## config.mk

```make
export PLATFORM = sky130hd
export DESIGN_NAME = voice_scheduler
export DESIGN_NICKNAME = d
export VERILOG_FILES = /design/src/rtl/synth_pkg.sv /design/src/rtl/step_timer.sv /design/src/rtl/voice_scheduler.sv
export SDC_FILE = /design/constraint.sdc
export NUM_CORES = 1
export LEC_CHECK = 0
export BUFFER_PORTS_ARGS = -buffer_cell sky130_fd_sc_hd__buf_2
export CAP_MARGIN = 15
export CORE_ASPECT_RATIO = 0.7
export CORE_MARGIN = 4
export CORE_UTILIZATION = 52
export DETAILED_ROUTE_END_ITERATION = 6
export MAX_ROUTING_LAYER = met4
export PLACE_DENSITY = 0.76
export SYNTH_ARGS = -nofsm -noshare
export SYNTH_HDL_FRONTEND = slang
export SYNTH_SLANG_ARGS = --single-unit
```

## constraint.sdc

```tcl
create_clock -name clk_in -period 4.8 [get_ports clk_in]
set_input_delay 0.24 -clock clk_in [delete_from_list [all_inputs] [get_ports clk_in]]
set_output_delay 0.24 -clock clk_in [all_outputs]
set_load 0.1 [all_outputs]
```

## src/rtl/synth_pkg.sv

```systemverilog
// Shared widths and scheduler state encoding for the synth voice bank.
package synth_pkg;

  localparam int unsigned TONE_W = 10;
  localparam int unsigned AMP_W  = 8;
  localparam int unsigned AGE_W  = 8;

  typedef enum logic [1:0] {
    IDLE,
    SCAN,
    APPLY
  } sched_state_t;

endpackage

```

## src/rtl/step_timer.sv

```systemverilog
// Free-running sample-strobe generator: one-cycle pulse every STEP_PERIOD clocks.
module step_timer #(
  parameter int unsigned STEP_PERIOD = 8333
) (
  input  logic clk_in,
  input  logic rst_in,
  output logic step_out
);

  localparam int unsigned CNT_W = (STEP_PERIOD > 1) ? $clog2(STEP_PERIOD) : 1;
  localparam logic [CNT_W-1:0] LAST = CNT_W'(STEP_PERIOD - 1);

  logic [CNT_W-1:0] cnt;

  assign step_out = (cnt == LAST) && !rst_in;

  // Count 0..STEP_PERIOD-1 and wrap on the strobe cycle.
  always_ff @(posedge clk_in) begin
    if (rst_in) begin
      cnt <= '0;
    end else if (cnt == LAST) begin
      cnt <= '0;
    end else begin
      cnt <= cnt + 1'b1;
    end
  end

endmodule

```

## src/rtl/voice_scheduler.sv

```systemverilog
// Allocates note-on/off events across a bank of sawtooth voices and mixes
// the amplitudes of active voices once per sample strobe.
module voice_scheduler
  import synth_pkg::*;
#(
  parameter int unsigned NUM_VOICES  = 4,
  parameter int unsigned STEP_PERIOD = 8333
) (
  input  logic                                   clk_in,
  input  logic                                   rst_in,
  input  logic                                   note_valid_in,
  output logic                                   note_ready_out,
  input  logic                                   note_on_in,
  input  logic [TONE_W-1:0]                      note_tone_in,
  input  logic [NUM_VOICES*AMP_W-1:0]            voice_amp_in,
  output logic                                   step_out,
  output logic [NUM_VOICES*TONE_W-1:0]           voice_tone_out,
  output logic [NUM_VOICES-1:0]                  voice_active_out,
  output logic [NUM_VOICES-1:0]                  voice_rst_out,
  output logic signed [AMP_W+$clog2(NUM_VOICES)-1:0] mix_out
);

  localparam int unsigned IDX_W = (NUM_VOICES > 1) ? $clog2(NUM_VOICES) : 1;
  localparam int unsigned MIX_W = AMP_W + $clog2(NUM_VOICES);
  localparam logic [IDX_W-1:0] LAST_IDX = IDX_W'(NUM_VOICES - 1);
  localparam logic [AGE_W-1:0] AGE_MAX  = '1;

  sched_state_t state, state_nx;

  logic                           accept;
  logic                           ev_on;
  logic [TONE_W-1:0]              ev_tone;
  logic [IDX_W-1:0]               scan_idx;
  logic                           match_found;
  logic [IDX_W-1:0]               match_idx;
  logic                           free_found;
  logic [IDX_W-1:0]               free_idx;
  logic [IDX_W-1:0]               old_idx;
  logic [AGE_W-1:0]               old_age;
  logic [IDX_W-1:0]               chosen;

  logic [NUM_VOICES*TONE_W-1:0]   tone_q;
  logic [NUM_VOICES-1:0]          active_q;
  logic [NUM_VOICES*AGE_W-1:0]    age_q;
  logic [NUM_VOICES-1:0]          vrst_q;
  logic signed [MIX_W-1:0]        mix_q;
  logic signed [MIX_W-1:0]        mix_sum;

  logic [TONE_W-1:0]              cur_tone;
  logic [AGE_W-1:0]               cur_age;
  logic                           cur_active;

  assign accept           = note_valid_in && note_ready_out;
  assign voice_tone_out   = tone_q;
  assign voice_active_out = active_q;
  assign voice_rst_out    = vrst_q;
  assign mix_out          = mix_q;

  step_timer #(
    .STEP_PERIOD(STEP_PERIOD)
  ) u_step_timer (
    .clk_in  (clk_in),
    .rst_in  (rst_in),
    .step_out(step_out)
  );

  // FSM state register.
  always_ff @(posedge clk_in) begin
    if (rst_in) begin
      state <= IDLE;
    end else begin
      state <= state_nx;
    end
  end

  // FSM next-state: accept -> scan every voice -> apply for one cycle.
  always_comb begin
    state_nx = state;
    unique case (state)
      IDLE:    if (accept) state_nx = SCAN;
      SCAN:    if (scan_idx == LAST_IDX) state_nx = APPLY;
      APPLY:   state_nx = IDLE;
      default: state_nx = IDLE;
    endcase
  end

  // FSM outputs: events are only taken while idle and out of reset.
  always_comb begin
    note_ready_out = (state == IDLE) && !rst_in;
  end

  // Per-voice fields for the voice currently under scan.
  always_comb begin
    cur_tone   = tone_q[scan_idx*TONE_W +: TONE_W];
    cur_age    = age_q[scan_idx*AGE_W +: AGE_W];
    cur_active = active_q[scan_idx];
  end

  // Allocation priority: retrigger a matching voice, else first free, else oldest.
  always_comb begin
    if (match_found) begin
      chosen = match_idx;
    end else if (free_found) begin
      chosen = free_idx;
    end else begin
      chosen = old_idx;
    end
  end

  // Event latch, candidate scan and voice-table update.
  always_ff @(posedge clk_in) begin
    if (rst_in) begin
      ev_on       <= 1'b0;
      ev_tone     <= '0;
      scan_idx    <= '0;
      match_found <= 1'b0;
      match_idx   <= '0;
      free_found  <= 1'b0;
      free_idx    <= '0;
      old_idx     <= '0;
      old_age     <= '0;
      tone_q      <= '0;
      active_q    <= '0;
      age_q       <= '0;
      vrst_q      <= '0;
    end else begin
      vrst_q <= '0;
      unique case (state)
        IDLE: begin
          if (accept) begin
            ev_on       <= note_on_in;
            ev_tone     <= note_tone_in;
            scan_idx    <= '0;
            match_found <= 1'b0;
            free_found  <= 1'b0;
            old_idx     <= '0;
            old_age     <= '0;
          end
        end
        SCAN: begin
          // Only the first hit is kept so ties resolve to the lowest index.
          if (cur_active && (cur_tone == ev_tone) && !match_found) begin
            match_found <= 1'b1;
            match_idx   <= scan_idx;
          end
          if (!cur_active && !free_found) begin
            free_found <= 1'b1;
            free_idx   <= scan_idx;
          end
          if (cur_age > old_age) begin
            old_age <= cur_age;
            old_idx <= scan_idx;
          end
          scan_idx <= scan_idx + 1'b1;
        end
        APPLY: begin
          if (ev_on) begin
            for (int unsigned i = 0; i < NUM_VOICES; i++) begin
              if (IDX_W'(i) == chosen) begin
                tone_q[i*TONE_W +: TONE_W] <= ev_tone;
                active_q[i]                <= 1'b1;
                age_q[i*AGE_W +: AGE_W]    <= '0;
                vrst_q[i]                  <= 1'b1;
              end else if (active_q[i] && (age_q[i*AGE_W +: AGE_W] != AGE_MAX)) begin
                age_q[i*AGE_W +: AGE_W] <= age_q[i*AGE_W +: AGE_W] + 1'b1;
              end
            end
          end else if (match_found) begin
            active_q[match_idx] <= 1'b0;
          end
        end
        default: ;
      endcase
    end
  end

  // Sign-extended sum of active voice amplitudes.
  always_comb begin
    mix_sum = '0;
    for (int unsigned i = 0; i < NUM_VOICES; i++) begin
      if (active_q[i]) begin
        mix_sum = mix_sum + MIX_W'($signed(voice_amp_in[i*AMP_W +: AMP_W]));
      end
    end
  end

  // Capture the mix on each sample strobe (uses the pre-update active set).
  always_ff @(posedge clk_in) begin
    if (rst_in) begin
      mix_q <= '0;
    end else if (step_out) begin
      mix_q <= mix_sum;
    end
  end

endmodule

```

==> results of run 1 <==
[worst max-delay path, stage by stage, from the launching register on]
cell and delay [ns]:
dfxtp_4 0.34, and2_4 0.14, ha_4 0.13, inv_1 0.05, fa_2 0.42, nor2b_4 0.18
o32ai_4 0.10, or4_4 0.58, a31oi_4 0.19, inv_2 0.06, ha_4 0.26, o21a_1 0.12
o21ai_2 0.16, a21oi_2 0.05, or3_4 0.41, nand3_2 0.09, nand2_2 0.07, ha_4 0.25
a21o_1 0.18, a2111oi_2 0.20, nor2_1 0.10, xor2_1 0.18, a21o_1 0.18, a31oi_1 0.14
[layout by cell type, fill, tap and decap left out, drive strengths merged, types with 11 or more instances in the layout]
cell,Yosys,layout
dfxtp,135,135
buf,8,119
nor2,101,101
nand2,87,87
a21oi,47,47
xor2,46,46
mux2i,44,44
ha,40,40
inv,28,30
a22o,20,20
nand3,20,20
mux4,19,19
nand4,18,18
clkbuf,26,17
nor3,17,17
o21ai,17,17
xnor2,16,16
and3,15,15
a21o,12,12
o21a,11,11
[sequential cells by signal, summed over array words and instances, names as in the netlist, 2 cells and up]
name / count
voice_active_out: 4
scan_idx: 2
mix_out: 10
voice_rst_out: 4
free_idx: 2
state: 2
age_q: 32
voice_tone_out: 40
ev_tone: 10
old_age: 8
old_idx: 2
u_step_timer.cnt: 14
match_idx: 2
[stage by stage]
step | instance area, um2 | utilization | instances
floorplan | 7634 | - | 833
finish | 9110 | 0.6462 | 1139
CTS | 8949 | 0.6347 | 1137
global route | 9110 | 0.6462 | 1139
global placement | 8298 | 0.5886 | 1106
detailed placement | 8298 | 0.5886 | 1106
[kinds of logic after synthesis]
kind of cell | Yosys count | synth area share
buffers and inverters | 62 | 0.03877
DFF | 135 | 0.3564
xor gates and xnor gates | 62 | 0.07161
AOI/OAI and AO/OA | 152 | 0.1358
and+or+nand+nor | 310 | 0.1949
adders and majority gates | 44 | 0.07524
muxes | 68 | 0.1274
[layer usage]
| metal | part of all wire | wire, um | GRT usage | vias up |
|---|---|---|---|---|
| met3 | 0.050 | 996 | 0.05355 | 15 |
| met5 | 0 | 0 | - | - |
| met2 | 0.45 | 8941 | 0.3495 | 174 |
| met1 | 0.49 | 9625 | 0.3397 | 3151 |
| met4 | 0.0084 | 166 | 0.06030 | 0 |
| li1 | - | - | - | 3203 |
[repair_timing]
item | CTS | global route
buffers inserted | 0 | 1
resized for setup | 0 | 27
endpoints found under the setup margin | 0 | 5
[worst max path at each step]
| stage | to | slack (ns) |
|---|---|---|
| finish | mix_out[9] | 0.13 |
| global route | mix_out[9] | -0.07 |
| detailed placement | mix_out[9] | 0.06 |
| global placement | mix_out[9] | 0.12 |
| floorplan | mix_out[9] | -0.02 |
| CTS | mix_out[9] | 0.04 |
[final cells by class]
cell class,instances,area share
tap,190,0.02610
timing repair buffer,119,0.06963
inverter,28,0.01154
sequential,135,0.2971
clock buffer,17,0.04670
clock inverter,14,0.02472
multi-input combinational,636,0.5242
[power groups by stage]
stage	combinational [W]	sequential (W)	clock [W]
final	0.000164	0.00115	0.00143
after global routing	0.000178	0.00115	0.00150
after CTS	0.000156	0.00115	0.00145
after detailed placement	0.000154	0.00117	0
after global placement	0.000153	0.00117	0
after floorplan	0.000115	0.00117	0
==> results by group, run 1 <==
Synth
  – Fraction of registers with async set/reset: 0
  – Primary FF master, synth: dfxtp_1
  – Library cells used by synthesis: 63
  – Register bit count reported by yosys: 135
  – Post-synth EDFFs: 0
  – Sequential share of the synthesized area: 0.3564
  – Most frequent cell after synthesis: dfxtp_1
  – Yosys Warn Count: 0
  – Syn Area/Cell: 9.104 um2
  – Synth Instances: 833
  – Top cells by area, synth: dfxtp_1 (36%), ha_1 (6.6%), mux2i_1 (5.7%), xor2_1 (5.3%), nor2_1 (4.9%)
  – Synthesized area: 7584 um2
  – Cell taking the most area after synthesis: dfxtp_1
  – Post-Syn Nets: 922
  – Yosys top cell area share: 0.3564
  – Post-synth top cells: dfxtp_1 (135), nor2_1 (100), nand2_1 (87)

CTS
  – TritonCTS Buffers: 17
  – Number of H-tree levels: 4
  – TritonCTS Sinks: 135
  – Max Root-Sink Buffers: 2
  – Hold Buf Count CTS: 0
  – Clk root buf: clkbuf_16
  – Clk_lat worst skew: 0.41 ns
  – Clk slew on worst S/H paths: 0.06 ns
  – CTS tree: done

Power and ir drop
  – Power per cell area: 301.7 nW/um2
  – Sw frac: 0.2284
  – Clock network fraction of design power: 0.522
  – Switching power: 0.0006278 W
  – Reg power frac: 0.418
  – Cell internal pwr: 0.002121 W
  – Final Power: 0.002749 W
  – Maximum vdd drop: 0.0002292 V
  – Combinational power share: 0.060
  – Leakage: 3.878 nW

Final layout
  – Fillers: 1104
  – Share of cells above drive strength 1: 0.2244
  – Area occupied by multi-input gates: 4776 um2
  – Reg area: 2706 um2
  – Nets: 1026
  – Antenna cells: 0
  – Layout area overhead: 20.13%

Die
  – DIE AREA: 16610 um2
  – Die Width: 152.3 um
  – Row cnt: 36
  – Initial core utilization: 0.5379
  – Die H: 109.0 um
  – Core area: 14100 um2
  – IO Count: 106

Flow run
  – Maxcap violations: 0

Min path
  – Hold Path End: ev_tone[5]
  – Hold_sp: note_tone_in[5]
  – Hold Crit Depth: 3
  – Hold Path Class: primary input to flop

Routing
  – Post-route ant nets: 0
  – Remaining DRCs: 0
  – 1st-pass router iterations: 5
  – Vias per Instance: 5.745
  – Total wire length: 19730 um
  – Via count: 6543
  – WL/cell: 17.32 um
  – DRT iter0 DRCs: 426

STA
  – Setup violators final: 0
  – Maximum clock rate: 0.2143 GHz
  – Slew margin rel.: 0.3709
  – Slew Limit Fails: 0
  – Hold_ws: 0.06563 ns
  – Final worst slack: 0.1341 ns
  – Min cycle time layout: 4.666 ns
  – TNS Setup: 0 ns
  – Clock skew: 0.007661 ns
  – Period Utilization, post-route: 0.9721
  – Final hold vios: 0
  – Worst-Margin Slew: 0.9402 ns

Critical path
  – Worst R2R Start: voice_active_out[0]
  – Worst reg-to-reg path cell count: 23
  – Crit start category: flop
  – Reg2Reg Setup Slack: 0.13 ns
  – Crit-path max FO: 7
  – Critical path required time: 5.14 ns
  – CP Class: flop to flop
  – Reg-to-Reg End: mix_out[9]
  – Critical path startpoint: voice_active_out[0]
  – Crit path DAT: 5.01 ns
  – Crit. End Element: flop

Global route
  – Initial antenna violation count: 0
  – Largest net degree at the start of global routing: 40
  – All-layer global routing usage: 0.2398
  – Global route overflow: 0
  – First-pass GRT wire length: 31140 um
  – Vias in the first global route: 6109

Placed design
  – Pre-CTS WS: 0.06036 ns
  – Dpl hpwl: 13990 um
  – GP Congestion: 0.9559
  – Buffers added on ports: 105

Run status
  – Status: complete, no violations
(Power assumes the default switching activity.)
==> inputs of run 2 (changes only) <==
--- a/config.mk
+++ b/config.mk
@@ -5,14 +5,15 @@
 export SDC_FILE = /design/constraint.sdc
 export NUM_CORES = 1
 export LEC_CHECK = 0
-export BUFFER_PORTS_ARGS = -buffer_cell sky130_fd_sc_hd__buf_2
 export CAP_MARGIN = 15
 export CORE_ASPECT_RATIO = 0.7
 export CORE_MARGIN = 4
-export CORE_UTILIZATION = 52
+export CORE_UTILIZATION = 58
 export DETAILED_ROUTE_END_ITERATION = 6
+export DONT_BUFFER_PORTS = 1
 export MAX_ROUTING_LAYER = met4
 export PLACE_DENSITY = 0.76
+export SETUP_SLACK_MARGIN = 0.3
 export SYNTH_ARGS = -nofsm -noshare
 export SYNTH_HDL_FRONTEND = slang
 export SYNTH_SLANG_ARGS = --single-unit
==> run 2 against run 1 <==
First-iteration DRC count grew 57%; routed wire length grew 5.5%; core utilization increased by 5.1 points; clock power decreased by 8%; worst setup slack gained 0.18 ns; final area decreased by 3.6%; combinational power shrank 3%; die area is 9.7% lower; sequential power is essentially flat; via count decreased by 0.26%; critical path depth did not move; power shrank 4.3%; critical endpoint unchanged.
==> results by group, run 2 (synthesis results as in run 1) <==
STA
  – Final hold vios: 0
  – Period Utilization, post-route: 0.9352
  – Worst-Margin Slew: 1.093 ns
  – Hold_ws: 0.09118 ns
  – Unrepaired setup endpoints after global routing: true
  – Setup violators final: 0
  – Slew Limit Fails: 0
  – Maximum clock rate: 0.2228 GHz
  – Min cycle time layout: 4.489 ns
  – Clock skew: 0.009930 ns
  – Slew margin rel.: 0.2708
  – Final worst slack: 0.3110 ns

Routing
  – Remaining DRCs: 0
  – Via count: 6526
  – Post-route ant nets: 0
  – DRT iter0 DRCs: 668
  – 1st-pass router iterations: 6
  – Total wire length: 20810 um
  – WL/cell: 20.29 um
  – Vias per Instance: 6.361

CTS
  – TritonCTS Buffers: 17
  – Clk slew on worst S/H paths: 0.07 ns
  – Clk root buf: clkbuf_16
  – Number of H-tree levels: 4
  – TritonCTS Sinks: 135
  – Max Root-Sink Buffers: 2
  – Clk_lat worst skew: 0.42 ns
  – CTS tree: done

Critical path
  – CP most frequent cell: ha_4
  – Critical path startpoint: voice_active_out[0]
  – Crit start category: flop
  – Crit. End Element: flop
  – Crit path DAT: 4.83 ns
  – Slowest CP cell: or4_4
  – Crit-path max FO: 4
  – Reg-to-Reg End: mix_out[9]
  – Worst reg-to-reg path cell count: 23
  – Delay of the slowest critical-path stage: 0.55 ns
  – Worst-path cell chain: and2_4 -> ha_4 -> inv_2 -> fa_2 -> nor2b_4 -> o32ai_2 -> or4_4 -> a31oi_4 -> inv_2 -> ha_4 -> o21a_1 -> o21ai_1 -> a21oi_1 -> or3_1 -> nand3_1 -> nand2_2 -> ha_4 -> a21o_1 -> o32ai_2 -> nor2_1 -> xor2_1 -> a21o_1 -> a31oi_1
  – Worst path top cell family by delay: simple AND/OR/NAND/NOR gates
  – Worst R2R Start: voice_active_out[0]
  – Reg2Reg Setup Slack: 0.31 ns
  – CP Class: flop to flop
  – Critical path required time: 5.14 ns
  – Worst path bufs/invs: 2

Min path
  – Hold Path End: mix_out[9]
  – Hold Crit Depth: 3
  – Hold_sp: voice_amp_in[31]
  – Hold Path Class: primary input to flop

Die
  – DIE AREA: 15000 um2
  – Die H: 103.7 um
  – Die Width: 144.7 um
  – Row cnt: 34
  – IO Count: 106
  – Initial core utilization: 0.6022
  – Core area: 12590 um2

Final layout
  – Most frequent cells in the layout: dfxtp_1 (132), nor2_1 (99), nand2_1 (85), xor2_1 (46), a21oi_1 (43)
  – Share of cells above drive strength 1: 0.1539
  – Final Cell Area: 8778 um2
  – Layout area overhead: 15.76%
  – Antenna cells: 0
  – Number of flip-flops in the largest register: 40
  – Commonest non-fill, non-tap cell in the layout: dfxtp_1
  – Non-Filler Instances: 1026
  – Nets: 940

Global route
  – First-pass GRT wire length: 32580 um
  – Vias in the first global route: 6219
  – Largest net degree at the start of global routing: 55
  – All-layer global routing usage: 0.2776
  – Global route overflow: 0
  – Initial antenna violation count: 0

Placed design
  – Post-placement cell count: 974
  – GP Congestion: 0.9629
  – Pre-CTS WS: 0.03216 ns
  – Buffers added on ports: 0
  – Dpl hpwl: 14450 um
  – Cell Area, Placed: 7779 um2

Run status
  – Status: complete, no violations

Power and ir drop
  – Final Power: 0.002630 W
  – Leakage: 3.443 nW
  – Power per cell area: 299.6 nW/um2
  – Maximum vdd drop: 0.0002760 V

Flow run
  – Maxcap violations: 0
-- run 2: how the worst max path moves through the flow --
| stage | slack, ns | to | depth (start not counted) |
|---|---|---|---|
| 3_3_place_gp | 0.11 | mix_out[9] | 23 |
| 6_report | 0.31 | mix_out[9] | 23 |
| 2_1_floorplan | -0.02 | mix_out[9] | 24 |
| 5_1_grt | 0.05 | mix_out[9] | 23 |
| 3_5_place_dp | 0.03 | mix_out[9] | 23 |
| 4_1_cts | 0.18 | mix_out[9] | 23 |
-- run 2: layout make-up --
class,instances,area [um2]
Timing Repair Buffer,33,309.0
Tap cell,162,202.7
Fill cell,941,3814
Inverter,28,105.1
Clock inverter,15,178.9
Sequential cell,135,2709
Multi-Input combinational cell,636,4848
Clock buffer,17,425.4
-- run 2: what timing repair did --
action                                  in CTS  in global routing
resized for setup                           22                 19
hold buffers                                12                  0
cloned                                       0                  0
hold endpoints to repair                    54                  0
buffers inserted                             6                  2
pin swaps                                   16                 14
endpoints found under the setup margin       3                  5
-- run 2: worst reg2reg max path, stage by stage (launching register included) --
cell,delay (ns)
dfxtp_4,0.35
and2_4,0.15
ha_4,0.13
inv_2,0.04
fa_2,0.37
nor2b_4,0.16
o32ai_2,0.11
or4_4,0.55
a31oi_4,0.21
inv_2,0.07
ha_4,0.25
o21a_1,0.10
o21ai_1,0.12
a21oi_1,0.06
or3_1,0.34
nand3_1,0.11
nand2_2,0.08
ha_4,0.25
a21o_1,0.19
o32ai_2,0.21
nor2_1,0.09
xor2_1,0.16
a21o_1,0.18
a31oi_1,0.16
-- run 2: per-stage QoR --
step | setup TNS, ns | util
global placement | 0 | 0.6177
global route | 0 | 0.6971
detailed placement | 0 | 0.6177
finish | 0 | 0.6971
CTS | 0 | 0.6879
floorplan | -0.02277 | -
-- run 2: power by group --
group	switching [W]	leakage (nW)	internal (W)	total, W
Clock	0.000576	0.294	0.000746	0.00132
Sequential	0.0000192	1.09	0.00113	0.00115
Combinational	0.0000926	2.06	0.0000659	0.000159
Total	0.000688	3.44	0.00194	0.00263
-- run 2: layer usage --
layer | share of wire | GRT usage | vias up
met4 | 0.011 | 0.06258 | 0
met3 | 0.081 | 0.05666 | 25
li1 | - | - | 3023
met2 | 0.47 | 0.4187 | 286
met1 | 0.44 | 0.3862 | 3192
met5 | 0 | - | -
==> inputs of run 3 (changes only) <==
--- a/config.mk
+++ b/config.mk
@@ -13,6 +13,7 @@
 export DONT_BUFFER_PORTS = 1
 export MAX_ROUTING_LAYER = met4
 export PLACE_DENSITY = 0.76
+export RECOVER_POWER = 25
 export SETUP_SLACK_MARGIN = 0.3
 export SYNTH_ARGS = -nofsm -noshare
 export SYNTH_HDL_FRONTEND = slang
==> run 3 against run 2 <==
Count of clock-buffer cells in the layout unchanged; final area decreased by 0.38%; critical path type unchanged; die area unchanged; sequential power about the same; combinational power decreased by 3%; flip-flop and latch count unchanged; clock skew increased by 0.0014 ns; worst hold slack improved by 0.0015 ns.
==> results by group, run 3 (synthesis results as in run 1) <==
Run status
  – Status: complete, no violations

Die
  – Die Width: 144.7 um
  – DIE AREA: 15000 um2
  – Die H: 103.7 um
  – Row cnt: 34
  – Initial core utilization: 0.6022
  – Core area: 12590 um2
  – IO Count: 106

Global route
  – Initial antenna violation count: 0
  – Vias in the first global route: 6219
  – All-layer global routing usage: 0.2776
  – Global route overflow: 0
  – Largest net degree at the start of global routing: 55
  – First-pass GRT wire length: 32580 um

Critical path
  – Crit path DAT: 4.84 ns
  – Worst reg-to-reg path cell count: 23
  – Critical path required time: 5.14 ns
  – Crit. End Element: flop
  – Reg-to-Reg End: mix_out[9]
  – Crit start category: flop
  – Worst R2R Start: voice_active_out[0]
  – Crit-path max FO: 4
  – Reg2Reg Setup Slack: 0.30 ns
  – CP Class: flop to flop

CTS
  – Max Root-Sink Buffers: 2
  – Clk slew on worst S/H paths: 0.06 ns
  – Clk root buf: clkbuf_16
  – TritonCTS Sinks: 135
  – Clk_lat worst skew: 0.42 ns
  – Number of H-tree levels: 4
  – CTS tree: done
  – TritonCTS Buffers: 17

Flow run
  – Maxcap violations: 0

STA
  – Final hold vios: 0
  – Min cycle time layout: 4.497 ns
  – Slew margin rel.: 0.2157
  – Worst-Margin Slew: 1.182 ns
  – Setup violators final: 0
  – Maximum clock rate: 0.2224 GHz
  – Clock skew: 0.01131 ns
  – Unrepaired setup endpoints after global routing: true
  – Period Utilization, post-route: 0.9368
  – Hold_ws: 0.09264 ns
  – Slew Limit Fails: 0

Power and ir drop
  – Maximum vdd drop: 0.0002777 V
  – Power per cell area: 300.3 nW/um2
  – Leakage: 3.421 nW

Placed design
  – Dpl hpwl: 14450 um
  – GP Congestion: 0.9629
  – Cell Area, Placed: 7779 um2
  – Buffers added on ports: 0

Final layout
  – Fillers: 946
  – Antenna cells: 0
  – Commonest non-fill, non-tap cell in the layout: dfxtp_1
  – Reg area: 2709 um2
  – Final Cell Area: 8745 um2
  – Number of flip-flops in the largest register: 40
  – Share of cells above drive strength 1: 0.1493
  – Area occupied by multi-input gates: 4843 um2
  – Layout area overhead: 15.31%
  – Nets: 940
  – Most frequent cells in the layout: dfxtp_1 (132), nor2_1 (99), nand2_1 (85), xor2_1 (46), a21oi_1 (43)

Routing
  – Remaining DRCs: 0
  – WL/cell: 20.42 um
  – Post-route ant nets: 0
  – DRT iter0 DRCs: 623
  – 1st-pass router iterations: 5
  – Vias per Instance: 6.381
  – Via count: 6547
  – Total wire length: 20950 um

Min path
  – Hold Path End: mix_out[9]
  – Hold_sp: voice_amp_in[31]
  – Hold Path Class: primary input to flop
  – Hold Crit Depth: 3
## run 3: worst max-delay path: stages (launching register included)
cell     delay [ns]
dfxtp_4        0.35
and2_4         0.15
ha_4           0.13
inv_2          0.04
fa_2           0.37
nor2b_4        0.16
o32ai_2        0.11
or4_4          0.55
a31oi_4        0.21
inv_2          0.07
ha_4           0.25
o21a_1         0.10
o21ai_1        0.12
a21oi_1        0.06
or3_1          0.34
nand3_1        0.11
nand2_2        0.08
ha_4           0.25
a21o_1         0.19
o32ai_2        0.21
nor2_1         0.09
xor2_1         0.16
a21o_1         0.18
a31oi_1        0.16
## run 3: metrics by stage
step	power (W)	setup TNS, ns	setup WS (ns)	std cells	util
detailed placement	0.001302	0	0.03216	974	0.6177
CTS	0.002632	0	0.1821	1024	0.6879
finish	0.002626	0	0.3031	1026	0.6945
global placement	0.001296	0	0.1122	974	0.6177
floorplan	0.001281	-0.02277	-0.02277	833	-
global route	0.002704	0	0.05315	1026	0.6945
## run 3: worst max-delay path by stage
stage	from	end	slack, ns	cells after the start
2_1_floorplan	voice_active_out[0]	mix_out[9]	-0.02	24
3_3_place_gp	voice_active_out[0]	mix_out[9]	0.11	23
3_5_place_dp	voice_active_out[0]	mix_out[9]	0.03	23
4_1_cts	voice_active_out[0]	mix_out[9]	0.18	23
5_1_grt	voice_active_out[0]	mix_out[9]	0.05	23
6_report	voice_active_out[0]	mix_out[9]	0.30	23
## run 3: routing by layer
| layer | up-vias | routed length [um] | global-route usage | share of wire |
|---|---|---|---|---|
| met5 | - | 0 | - | 0 |
| met4 | 0 | 293 | 0.06258 | 0.014 |
| met3 | 38 | 1816 | 0.05666 | 0.087 |
| met2 | 296 | 9708 | 0.4187 | 0.46 |
| met1 | 3187 | 9128 | 0.3862 | 0.44 |
| li1 | 3026 | - | - | - |
## run 3: cell type report
class / instances / area share
clock inverters: 15 / 0.02046
multi-input cells: 636 / 0.5539
flip-flops and latches: 135 / 0.3098
inverters: 28 / 0.01202
repair buffers: 33 / 0.03205
well taps: 162 / 0.02318
clock buffers: 17 / 0.04865
## run 3: power by group
| group | total [W] | internal [W] | leakage, nW | switching, W |
|---|---|---|---|---|
| combinational | 0.000155 | 0.0000622 | 2.04 | 0.0000926 |
| sequential | 0.00115 | 0.00113 | 1.09 | 0.0000189 |
| clock | 0.00132 | 0.000746 | 0.294 | 0.000576 |
## run 3: repair_timing
| action | 4_1_cts | 5_1_grt |
|---|---|---|
| setup buffers | 6 | 2 |
| pin swaps | 16 | 14 |
| endpoints found under the setup margin | 3 | 5 |
| hold endpoints to repair | 54 | 0 |
| gates resized for setup | 22 | 19 |
| hold buffers | 12 | 0 |
